$ cat src/rtl/snoop_bus.sv
// snoop_bus: round-robin arbiter and snooping broadcast bus for a MESI multiprocessor.
// Latency (req seen in IDLE to done): write 3, write or read with write-back 4, read from memory 5.
// Backpressure: requesters hold req (level) until their done pulse; ungranted requesters simply wait.
//
// Ports:
//   clock, reset_n          single clock, asynchronous active-low reset
//   req/req_op/req_addr     per-processor request level, op (1 = write/invalidate), address
//   snoop_hit/wb/data       snooper responses, sampled only at the edge that ends BCAST
//   mem_rdata               registered memory read data (1-cycle latency after mem_addr)
//   bus_valid/op/addr/owner broadcast strobe, op, address and one-hot current grant
//   mem_write/addr/wdata    memory write port and shared memory address
//   done/rdata/shared       one-hot completion pulse, fill data, line-shared indication
//   bus_err                 pulse when more than one snooper claims Modified ownership

module snoop_bus #(
    parameter int N_PROC = 3,
    parameter int ADDR_W = 5,
    parameter int DATA_W = 8
) (
    input  logic                     clock,
    input  logic                     reset_n,
    input  logic [N_PROC-1:0]        req,
    input  logic [N_PROC-1:0]        req_op,
    input  logic [N_PROC*ADDR_W-1:0] req_addr,
    input  logic [N_PROC-1:0]        snoop_hit,
    input  logic [N_PROC-1:0]        snoop_wb,
    input  logic [N_PROC*DATA_W-1:0] snoop_data,
    input  logic [DATA_W-1:0]        mem_rdata,
    output logic                     bus_valid,
    output logic                     bus_op,
    output logic [ADDR_W-1:0]        bus_addr,
    output logic [N_PROC-1:0]        bus_owner,
    output logic                     mem_write,
    output logic [ADDR_W-1:0]        mem_addr,
    output logic [DATA_W-1:0]        mem_wdata,
    output logic [N_PROC-1:0]        done,
    output logic [DATA_W-1:0]        rdata,
    output logic                     shared,
    output logic                     bus_err
);

    localparam int PW = (N_PROC > 1) ? $clog2(N_PROC) : 1;

    typedef enum logic [2:0] {
        S_IDLE  = 3'd0,
        S_BCAST = 3'd1,
        S_WB    = 3'd2,
        S_MRD0  = 3'd3,
        S_MRD1  = 3'd4,
        S_DONE  = 3'd5
    } state_t;

    // ------------------------------------------------------------------
    // State and transaction latches
    // ------------------------------------------------------------------
    state_t              state_q,  state_d;
    logic [PW-1:0]       rr_ptr_q, rr_ptr_d;   // index of the last processor granted
    logic [N_PROC-1:0]   grant_q,  grant_d;    // one-hot grant of the transaction in flight
    logic                op_q,     op_d;
    logic [ADDR_W-1:0]   addr_q,   addr_d;
    logic [N_PROC-1:0]   hit_q,    hit_d;      // other caches holding a valid copy
    logic [N_PROC-1:0]   wb_q,     wb_d;       // other caches holding the line Modified
    logic [DATA_W-1:0]   wbdat_q,  wbdat_d;    // dirty data captured at the end of BCAST
    logic [DATA_W-1:0]   rdata_q,  rdata_d;

    // ------------------------------------------------------------------
    // Round-robin arbiter: scan rr_ptr+1, rr_ptr+2, ... wrapping modulo N_PROC.
    // cand stays below 2*N_PROC, so one conditional subtract replaces a modulo.
    // ------------------------------------------------------------------
    logic              arb_found;
    logic [PW-1:0]     arb_idx;
    logic [N_PROC-1:0] arb_gnt;
    int                cand;

    always_comb begin
        arb_found = 1'b0;
        arb_idx   = rr_ptr_q;
        arb_gnt   = '0;
        cand      = 0;
        for (int k = 1; k <= N_PROC; k++) begin
            cand = int'(rr_ptr_q) + k;
            if (cand >= N_PROC) begin
                cand = cand - N_PROC;
            end
            if (!arb_found && req[cand[PW-1:0]]) begin
                arb_found                = 1'b1;
                arb_idx                  = cand[PW-1:0];
                arb_gnt[cand[PW-1:0]]    = 1'b1;
            end
        end
    end

    // Op and address of the winning requester
    logic              sel_op;
    logic [ADDR_W-1:0] sel_addr;

    always_comb begin
        sel_op   = 1'b0;
        sel_addr = '0;
        for (int i = 0; i < N_PROC; i++) begin
            if (arb_gnt[i]) begin
                sel_op   = req_op[i];
                sel_addr = req_addr[i*ADDR_W +: ADDR_W];
            end
        end
    end

    // ------------------------------------------------------------------
    // Snoop response handling. The requester's own snooper sees its own
    // broadcast, so its bits are masked off before anything is recorded.
    // ------------------------------------------------------------------
    logic [N_PROC-1:0] hit_mask;
    logic [N_PROC-1:0] wb_mask;
    logic [DATA_W-1:0] wb_pick;

    assign hit_mask = snoop_hit & ~grant_q;
    assign wb_mask  = snoop_wb  & ~grant_q;

    // Descending scan so the lowest-index Modified owner wins if several claim it
    always_comb begin
        wb_pick = '0;
        for (int i = N_PROC - 1; i >= 0; i--) begin
            if (wb_mask[i]) begin
                wb_pick = snoop_data[i*DATA_W +: DATA_W];
            end
        end
    end

    // More than one bit set in the recorded write-back vector
    logic wb_multi;
    assign wb_multi = ((wb_q & (wb_q - N_PROC'(1))) != '0);

    // ------------------------------------------------------------------
    // Next-state logic
    // ------------------------------------------------------------------
    always_comb begin
        state_d  = state_q;
        rr_ptr_d = rr_ptr_q;
        grant_d  = grant_q;
        op_d     = op_q;
        addr_d   = addr_q;
        hit_d    = hit_q;
        wb_d     = wb_q;
        wbdat_d  = wbdat_q;
        rdata_d  = rdata_q;

        case (state_q)
            S_IDLE: begin
                if (arb_found) begin
                    grant_d  = arb_gnt;
                    op_d     = sel_op;
                    addr_d   = sel_addr;
                    rr_ptr_d = arb_idx;
                    state_d  = S_BCAST;
                end
            end

            S_BCAST: begin
                hit_d   = hit_mask;
                wb_d    = wb_mask;
                wbdat_d = wb_pick;
                if (wb_mask != '0) begin
                    state_d = S_WB;
                end else if (!op_q) begin
                    state_d = S_MRD0;
                end else begin
                    state_d = S_DONE;
                end
            end

            S_WB: begin
                // A read is served by the dirty owner; the memory read never starts
                if (!op_q) begin
                    rdata_d = wbdat_q;
                end
                state_d = S_DONE;
            end

            S_MRD0: begin
                state_d = S_MRD1;
            end

            S_MRD1: begin
                // Memory data for the address presented in MRD0 is valid now
                rdata_d = mem_rdata;
                state_d = S_DONE;
            end

            S_DONE: begin
                state_d = S_IDLE;
            end

            default: begin
                state_d = S_IDLE;
            end
        endcase
    end

    // ------------------------------------------------------------------
    // State registers
    // ------------------------------------------------------------------
    always_ff @(posedge clock or negedge reset_n) begin
        if (!reset_n) begin
            state_q  <= S_IDLE;
            rr_ptr_q <= PW'(N_PROC - 1);
            grant_q  <= '0;
            op_q     <= 1'b0;
            addr_q   <= '0;
            hit_q    <= '0;
            wb_q     <= '0;
            wbdat_q  <= '0;
            rdata_q  <= '0;
        end else begin
            state_q  <= state_d;
            rr_ptr_q <= rr_ptr_d;
            grant_q  <= grant_d;
            op_q     <= op_d;
            addr_q   <= addr_d;
            hit_q    <= hit_d;
            wb_q     <= wb_d;
            wbdat_q  <= wbdat_d;
            rdata_q  <= rdata_d;
        end
    end

    // ------------------------------------------------------------------
    // Moore output decode
    // ------------------------------------------------------------------
    always_comb begin
        bus_valid = 1'b0;
        bus_op    = 1'b0;
        bus_addr  = '0;
        bus_owner = '0;
        mem_write = 1'b0;
        mem_addr  = '0;
        mem_wdata = '0;
        done      = '0;
        shared    = 1'b0;
        bus_err   = 1'b0;
        rdata     = rdata_q;

        // Ownership, op and address stay visible for the whole transaction
        if (state_q != S_IDLE) begin
            bus_owner = grant_q;
            bus_op    = op_q;
            bus_addr  = addr_q;
        end

        case (state_q)
            S_BCAST: begin
                bus_valid = 1'b1;
            end
            S_WB: begin
                mem_write = 1'b1;
                mem_addr  = addr_q;
                mem_wdata = wbdat_q;
                bus_err   = wb_multi;
            end
            S_MRD0, S_MRD1: begin
                mem_addr = addr_q;
            end
            S_DONE: begin
                done   = grant_q;
                shared = (hit_q != '0) || (wb_q != '0);
            end
            default: begin
            end
        endcase
    end

endmodule
$ cat config.mk
export PLATFORM = sky130hd
export DESIGN_NAME = snoop_bus
export DESIGN_NICKNAME = d
export VERILOG_FILES = /design/src/rtl/snoop_bus.sv
export SDC_FILE = /design/constraint.sdc
export NUM_CORES = 1
export LEC_CHECK = 0
export ABC_AREA = 1
export BUFFER_PORTS_ARGS = -buffer_cell sky130_fd_sc_hd__buf_4
export CORE_MARGIN = 2
export CORE_UTILIZATION = 44
export CTS_CLUSTER_DIAMETER = 60
export CTS_CLUSTER_SIZE = 20
export DETAILED_ROUTE_END_ITERATION = 16
export PLACE_DENSITY = 0.8
export SKIP_LAST_GASP = 1
export SLEW_MARGIN = 20
export SYNTH_ARGS = -nofsm -noshare
export SYNTH_HDL_FRONTEND = slang
export SYNTH_SLANG_ARGS = --single-unit
$ cat constraint.sdc
create_clock -name clock -period 2.04 [get_ports clock]
set_clock_uncertainty 0.1 [all_clocks]
set_input_delay 0.204 -clock clock [delete_from_list [all_inputs] [get_ports clock]]
set_output_delay 0.204 -clock clock [all_outputs]
set_load 0.05 [all_outputs]
* Yosys cells after proc, flatten, opt, wreduce, memory -nomap -nowiden *
Index checks and enable logic that the tools add are counted.

cells by class
  bitwise operators = 6
  order comparisons = 9
  reductions and logical operators = 21
  $add $sub $neg = 7
  mux-type cells = 49
  equal/unequal tests = 7

operators by type and width
  operator               count
  $mux W8                5
  $mux W5                5
  $mux W3                8
  $reduce_bool A3 Y1     6
  $mux W1                17
  $pmux W8 S2            1
  $mux W2                6
  $pmux W3 S4            1
  $and A3 B3 Y3          3
  $ge A3 B2 Y1 const B   3
  $lt A2 B3 Y1 const B   3
  $add A2 B2 Y3 const B  2
  $bmux W1 S2            3
  $demux W1 S2           3
  $eq A3 B2 Y1 const B   2
  $eq A3 B3 Y1 const B   2
  $ge A2 B1 Y1 const B   3
  $or A3 B3 Y3           2
  $sub A2 B2 Y2 const B  3
  $logic_and A1 B1 Y1    5
  $ne A2 B2 Y1 const B   2
  $reduce_and A2 Y1      2
  $add A2 B1 Y3 const B  1
  $eq A3 B1 Y1 const B   1
  9 further kinds        10

storage, ports and cells
  flip-flop bits (word level) = 36

* Longest topological paths before layout *
  depth after elaboration = 15
  gate-level depth with buffers = 15
  gate-level depth less buffers = 14

* Worst setup path after synthesis *
No wires, ideal clock.

  path kind = reg2out
  start = reg state_q[0]
  end = out bus_err
  cell stages (with the launch flop) = 4
  path slack = -696 ps
  path buffers = 0
  required time = 1736 ps
  arrival time = 2432 ps
  path through = dfrtp_1 > nor3_2 > inv_2 > nor3_1

on the way
  cells in the longest elaborated chain, start to end = 2

RTL lines
  element                 RTL line  text
  start, declared         56        state_t state_q, state_d;
  start signal, assigned  214       state_q <= state_d;
  $eq A3 B2 Y1            249       case (state_q)
  $mux W1                 249
  end, declared           39        output logic bus_err

No other way between the ends.

* Worst setup path after layout *
  start = reg rr_ptr_q[1]
  end = reg op_q

on the way
  cells in the longest elaborated chain, start to end = 15
  elaborated cells between the ends (all ways) = 49

RTL lines
  element                                                                      RTL line  text
  start, declared                                                              57        logic [PW-1:0] rr_ptr_q, rr_ptr_d;
  start signal, assigned                                                       205       rr_ptr_q <= PW'(N_PROC - 1);
  start signal, assigned                                                       215       rr_ptr_q <= rr_ptr_d;
  $add A2 B1 Y3                                                                81        cand = int'(rr_ptr_q) + k;
  $ge A3 B2 Y1 / $sub A2 B2 Y2 (equally long branches)                         82, 83
  $mux W2                                                                      82        if (cand >= N_PROC) begin
  $lt A2 B3 Y1 (not written as such), or another cell as far along             88        arb_gnt[cand[PW-1:0]] = 1'b1;
  $logic_and A1 B1 Y1 (not written as such) / $mux W1 (equally long branches)  88, 85
  $mux W1 (on tied branches)                                                   88, 85
  $demux W1 S2 / $logic_not A1 Y1 (equally long branches)                      88, 85
  $mux W3 / $logic_and A1 B1 Y1 (equally long branches)                        85        if (!arb_found && req[cand[PW-1:0]]) begin
  $or A3 B3 Y3 (no line) / $mux W1 (equally long branches)                     -
  $mux W3 / $logic_not A1 Y1 (equally long branches)                           85
  $or A3 B3 Y3 (no line) / $logic_and A1 B1 Y1 (equally long branches)         -
  $mux W3                                                                      85
  $mux W1 (3 in series)                                                        101       if (arb_gnt[i]) begin
  end signal, assigned                                                         217       op_q <= op_d;
  end, declared                                                                59        logic op_q, op_d;

Several ways; a longest one is shown, not always the timed one. The select of a mux whose other input is x is not followed.
A chain may end at the register's enable or synchronous reset.

==> impl_results.md <==
* Run status: finished with violations
* Violated checks: setup timing
* Clock-pin transition on the worst setup and hold timing paths at roughly 0.070 ns
* CTS max path bufs at 2
* Number of antenna violations at the first check in global routing at 0
* Die height at slightly below 80 microns
* Rows at 27
* Worst Path Required at 2.17 ns
* Num ports at 98
* Fraction of registers with async set or reset after synthesis at 100%
* Type of the setup path with the least slack: reg -> reg
* Total number of clock tree sinks at 36
* Warning count from the yosys run at 0
* Dpl ws at -0.179 ns
* Post-synthesis cell type with the largest combined area: sky130_fd_sc_hd__dfrtp_1
* Cell count of the worst reg-to-reg path at 13
* Via count of the first global-routing pass at around 2400
* TritonRoute pass-1 iters at 4
* Endpoint type of the worst setup path: register
* Final setup violation count at 11
* Core footprint at between 5000 and 6000 sq um
* Slew at the pin closest to its max-slew limit at approximately 0.46 ns
* Overall die area at just over 6000 sq um
* Cell with the most instances after synthesis: sky130_fd_sc_hd__nand2_1
* Die width at 78.3 microns
* Lkg Pwr at between 0.0015 and 0.002 uW
* First-pass GRT wire length at about 11000 microns
* Share of Yosys cell area claimed by the top area cell type at 36.0%
* Sum of overflow across all layers after global routing at 0
* Maximum number of pins on one net before global-route repair at 37
* Synthesized area divided by synthesized cell count at just over 7 sq um
* Proportion of layout cells with a drive suffix above 1 at between 40% and 50%
* Final count of pins violating max slew at 0
* Final critical path time including I/O delays and setup at 2.14 ns
* Number of flops mapped to enable cells by yosys at 0
* Total vias in the final route at 2621
* Hold EP: hit_q[1]
* Flop2flop setup slack at -0.1 ns
* Cell depth of the worst min-delay path at 3
* Count of unresolved DRC violations after routing at 0
* Detailed router's first-iteration violation count at roughly 150
* Via density per instance at 4.89
* Worst reg2reg startpoint: rr_ptr_q[1]
* CP Launch Type: register
* Critical path peak fanout at 11
* Timing-limited maximum frequency at 0.467 GHz
* Share of the yosys chip area belonging to registers at 37.1%
* Worst Slack Setup Final at -0.100 ns
* List of most frequent post-synthesis cells: sky130_fd_sc_hd__nand2_1, sky130_fd_sc_hd__inv_1, sky130_fd_sc_hd__nor2_1
* Worst-case headroom to the max-slew limit at between 60% and 70%
* Top FF cell, synth: sky130_fd_sc_hd__dfrtp_1
* Power density relative to cell area at 2000 nW/um^2
* Routed wirelength normalized by instance count at between 10 and 15 microns
* Syn-to-layout area delta at 51.5%
* Portion of the clock cycle consumed by the worst path in the final layout at 105%
* Detail Placement HPWL at approximately 5100 microns
* Capture point of the worst reg-to-reg path: op_q
* Data arrival, critical path at 2.27 ns
* Reported max-cap violation count at 0
* Worst min path class: in -> reg
* RSZ-0062 raised after global routing: yes
* Maximum level of the CTS H-tree at 2
* Nets in the synthesized netlist at roughly 410
* Antenna fix cells at 0
* Root cell of the clock tree: sky130_fd_sc_hd__clkbuf_8
* Final #Nets at 530
* Worst skew pair latency at between 0.2 and 0.3 ns
* TritonCTS clock tree: done
* Synth cell types at 32
* Total clock buffers created by CTS at 5
* Startpoint of the tightest hold check path: snoop_hit[1]
* GP Congestion at between 0.8 and 0.9
* Starting Density at between 40% and 50%
* Design Power at about 7400 uW
* Remaining antenna violation count at 0
* Post-Synthesis Cells at 345
* Port Buf Inserts at 97
* Total length of routed wires at 6870 microns
* Top post-synthesis cells by area: sky130_fd_sc_hd__dfrtp_1, sky130_fd_sc_hd__nand2_1, sky130_fd_sc_hd__inv_1, sky130_fd_sc_hd__nor2_1, sky130_fd_sc_hd__nand3_1
* Worst vdd ir at 1210 uV
* Netlist area before placement at 2430 sq um
* GRT Total Usage at a little under a quarter
* Final Hold Violating Endpoints at 0
* Count of state elements after synthesis at 36
[worst max-delay path, stage by stage, from the launching register on]
cell and delay, ns:
sky130_fd_sc_hd__dfstp_2 0.55, sky130_fd_sc_hd__inv_2 0.06, sky130_fd_sc_hd__ha_4 0.33, sky130_fd_sc_hd__nand2_4 0.07, sky130_fd_sc_hd__nor2_4 0.13, sky130_fd_sc_hd__inv_2 0.06
sky130_fd_sc_hd__nand2_4 0.11, sky130_fd_sc_hd__nor2_8 0.06, sky130_fd_sc_hd__nand2_4 0.07, sky130_fd_sc_hd__o21ai_4 0.06, sky130_fd_sc_hd__buf_12 0.15, sky130_fd_sc_hd__a21oi_2 0.10
sky130_fd_sc_hd__nand2_1 0.09, sky130_fd_sc_hd__a21oi_2 0.12
[power by group]
group	switching (uW)	internal, uW
clock	259	431
sequential	219	1070
combinational	3480	1910
total	3950	3410
[cell type report]
type                            instances  area (sq um)
Multi-Input combinational cell        239          1400
Clock inverter                          1          30.0
Sequential cell                        36           902
Timing Repair Buffer                  120           920
Inverter                               61           244
Fill cell                             458          1720
Tap cell                               72          90.1
Clock buffer                            7          96.3
[flip-flops by register name, indices dropped and copies added, names as in the netlist]
register and cells:
grant_q 3, rdata 8, wbdat_q 8, rr_ptr_q 2
op_q 1, state_q 3, wb_q 3, addr_q 5
hit_q 3
[per-stage QoR]
stage | instances | util [%] | hold WS (ns) | instance area [sq um] | TNS, ns
after floorplan | 345 | - | -0.192 | 2520 | -0.185
after CTS | 536 | 67.5 | 0.0409 | 3650 | -0.439
after global placement | 522 | 63.0 | 0.0902 | 3400 | -0.895
after global routing | 536 | 68.1 | 0.0442 | 3680 | -1.76
after detailed placement | 522 | 63.0 | 0.0914 | 3400 | -1.29
final | 536 | 68.1 | 0.0467 | 3680 | -0.647
[kinds of logic after synthesis]
logic type / synth area share, %
compound gates: 15.2
buf+inv: 12.2
flops: 37.1
simple gates: 32.4
fa+ha+maj: 3.09
[layer usage]
layer / part of all wire [%] / vias to the layer above / track usage, % / routed length [microns]
li1: - / 1337 / - / -
met1: 43 / 1194 / 27.7 / 2940
met2: 50 / 84 / 40.6 / 3460
met3: 5.9 / 6 / 4.48 / 405
met4: 1.0 / 0 / 6.67 / 72
met5: 0 / - / 0 / 0
[placed cells by master, fill, tap and decap left out, drive strengths merged, types with 4 or more instances in the layout]
cell type and n:
nand2 87, a21oi 22, inv 60, nor2 53, nor3 4, a31oi 9, nand3 31, dfrtp 35
buf 119, o21ai 15, ha 6, clkbuf 7, o221ai 9
[worst max-delay path by stage]
stage	startpoint	to	slack, ns	cells after the start
final	rr_ptr_q[1]	op_q	-0.1	13
after global routing	rr_ptr_q[1]	op_q	-0.20	12
after CTS	rr_ptr_q[1]	addr_q[4]	-0.06	13
after detailed placement	rr_ptr_q[1]	op_q	-0.18	13
after global placement	rr_ptr_q[1]	op_q	-0.15	13
after floorplan	rr_ptr_q[1]	addr_q[4]	-0.04	13
[timing repair]
| item | in CTS | in global routing |
|---|---|---|
| setup endpoints to repair | 11 | 12 |
| pin swaps | 7 | 8 |
| buffers inserted | 5 | 0 |
| resized for setup | 17 | 9 |
| hold buffers | 1 | 0 |
| hold endpoints to repair | 35 | 0 |
No activity file was read; power rests on OpenSTA's default activity.
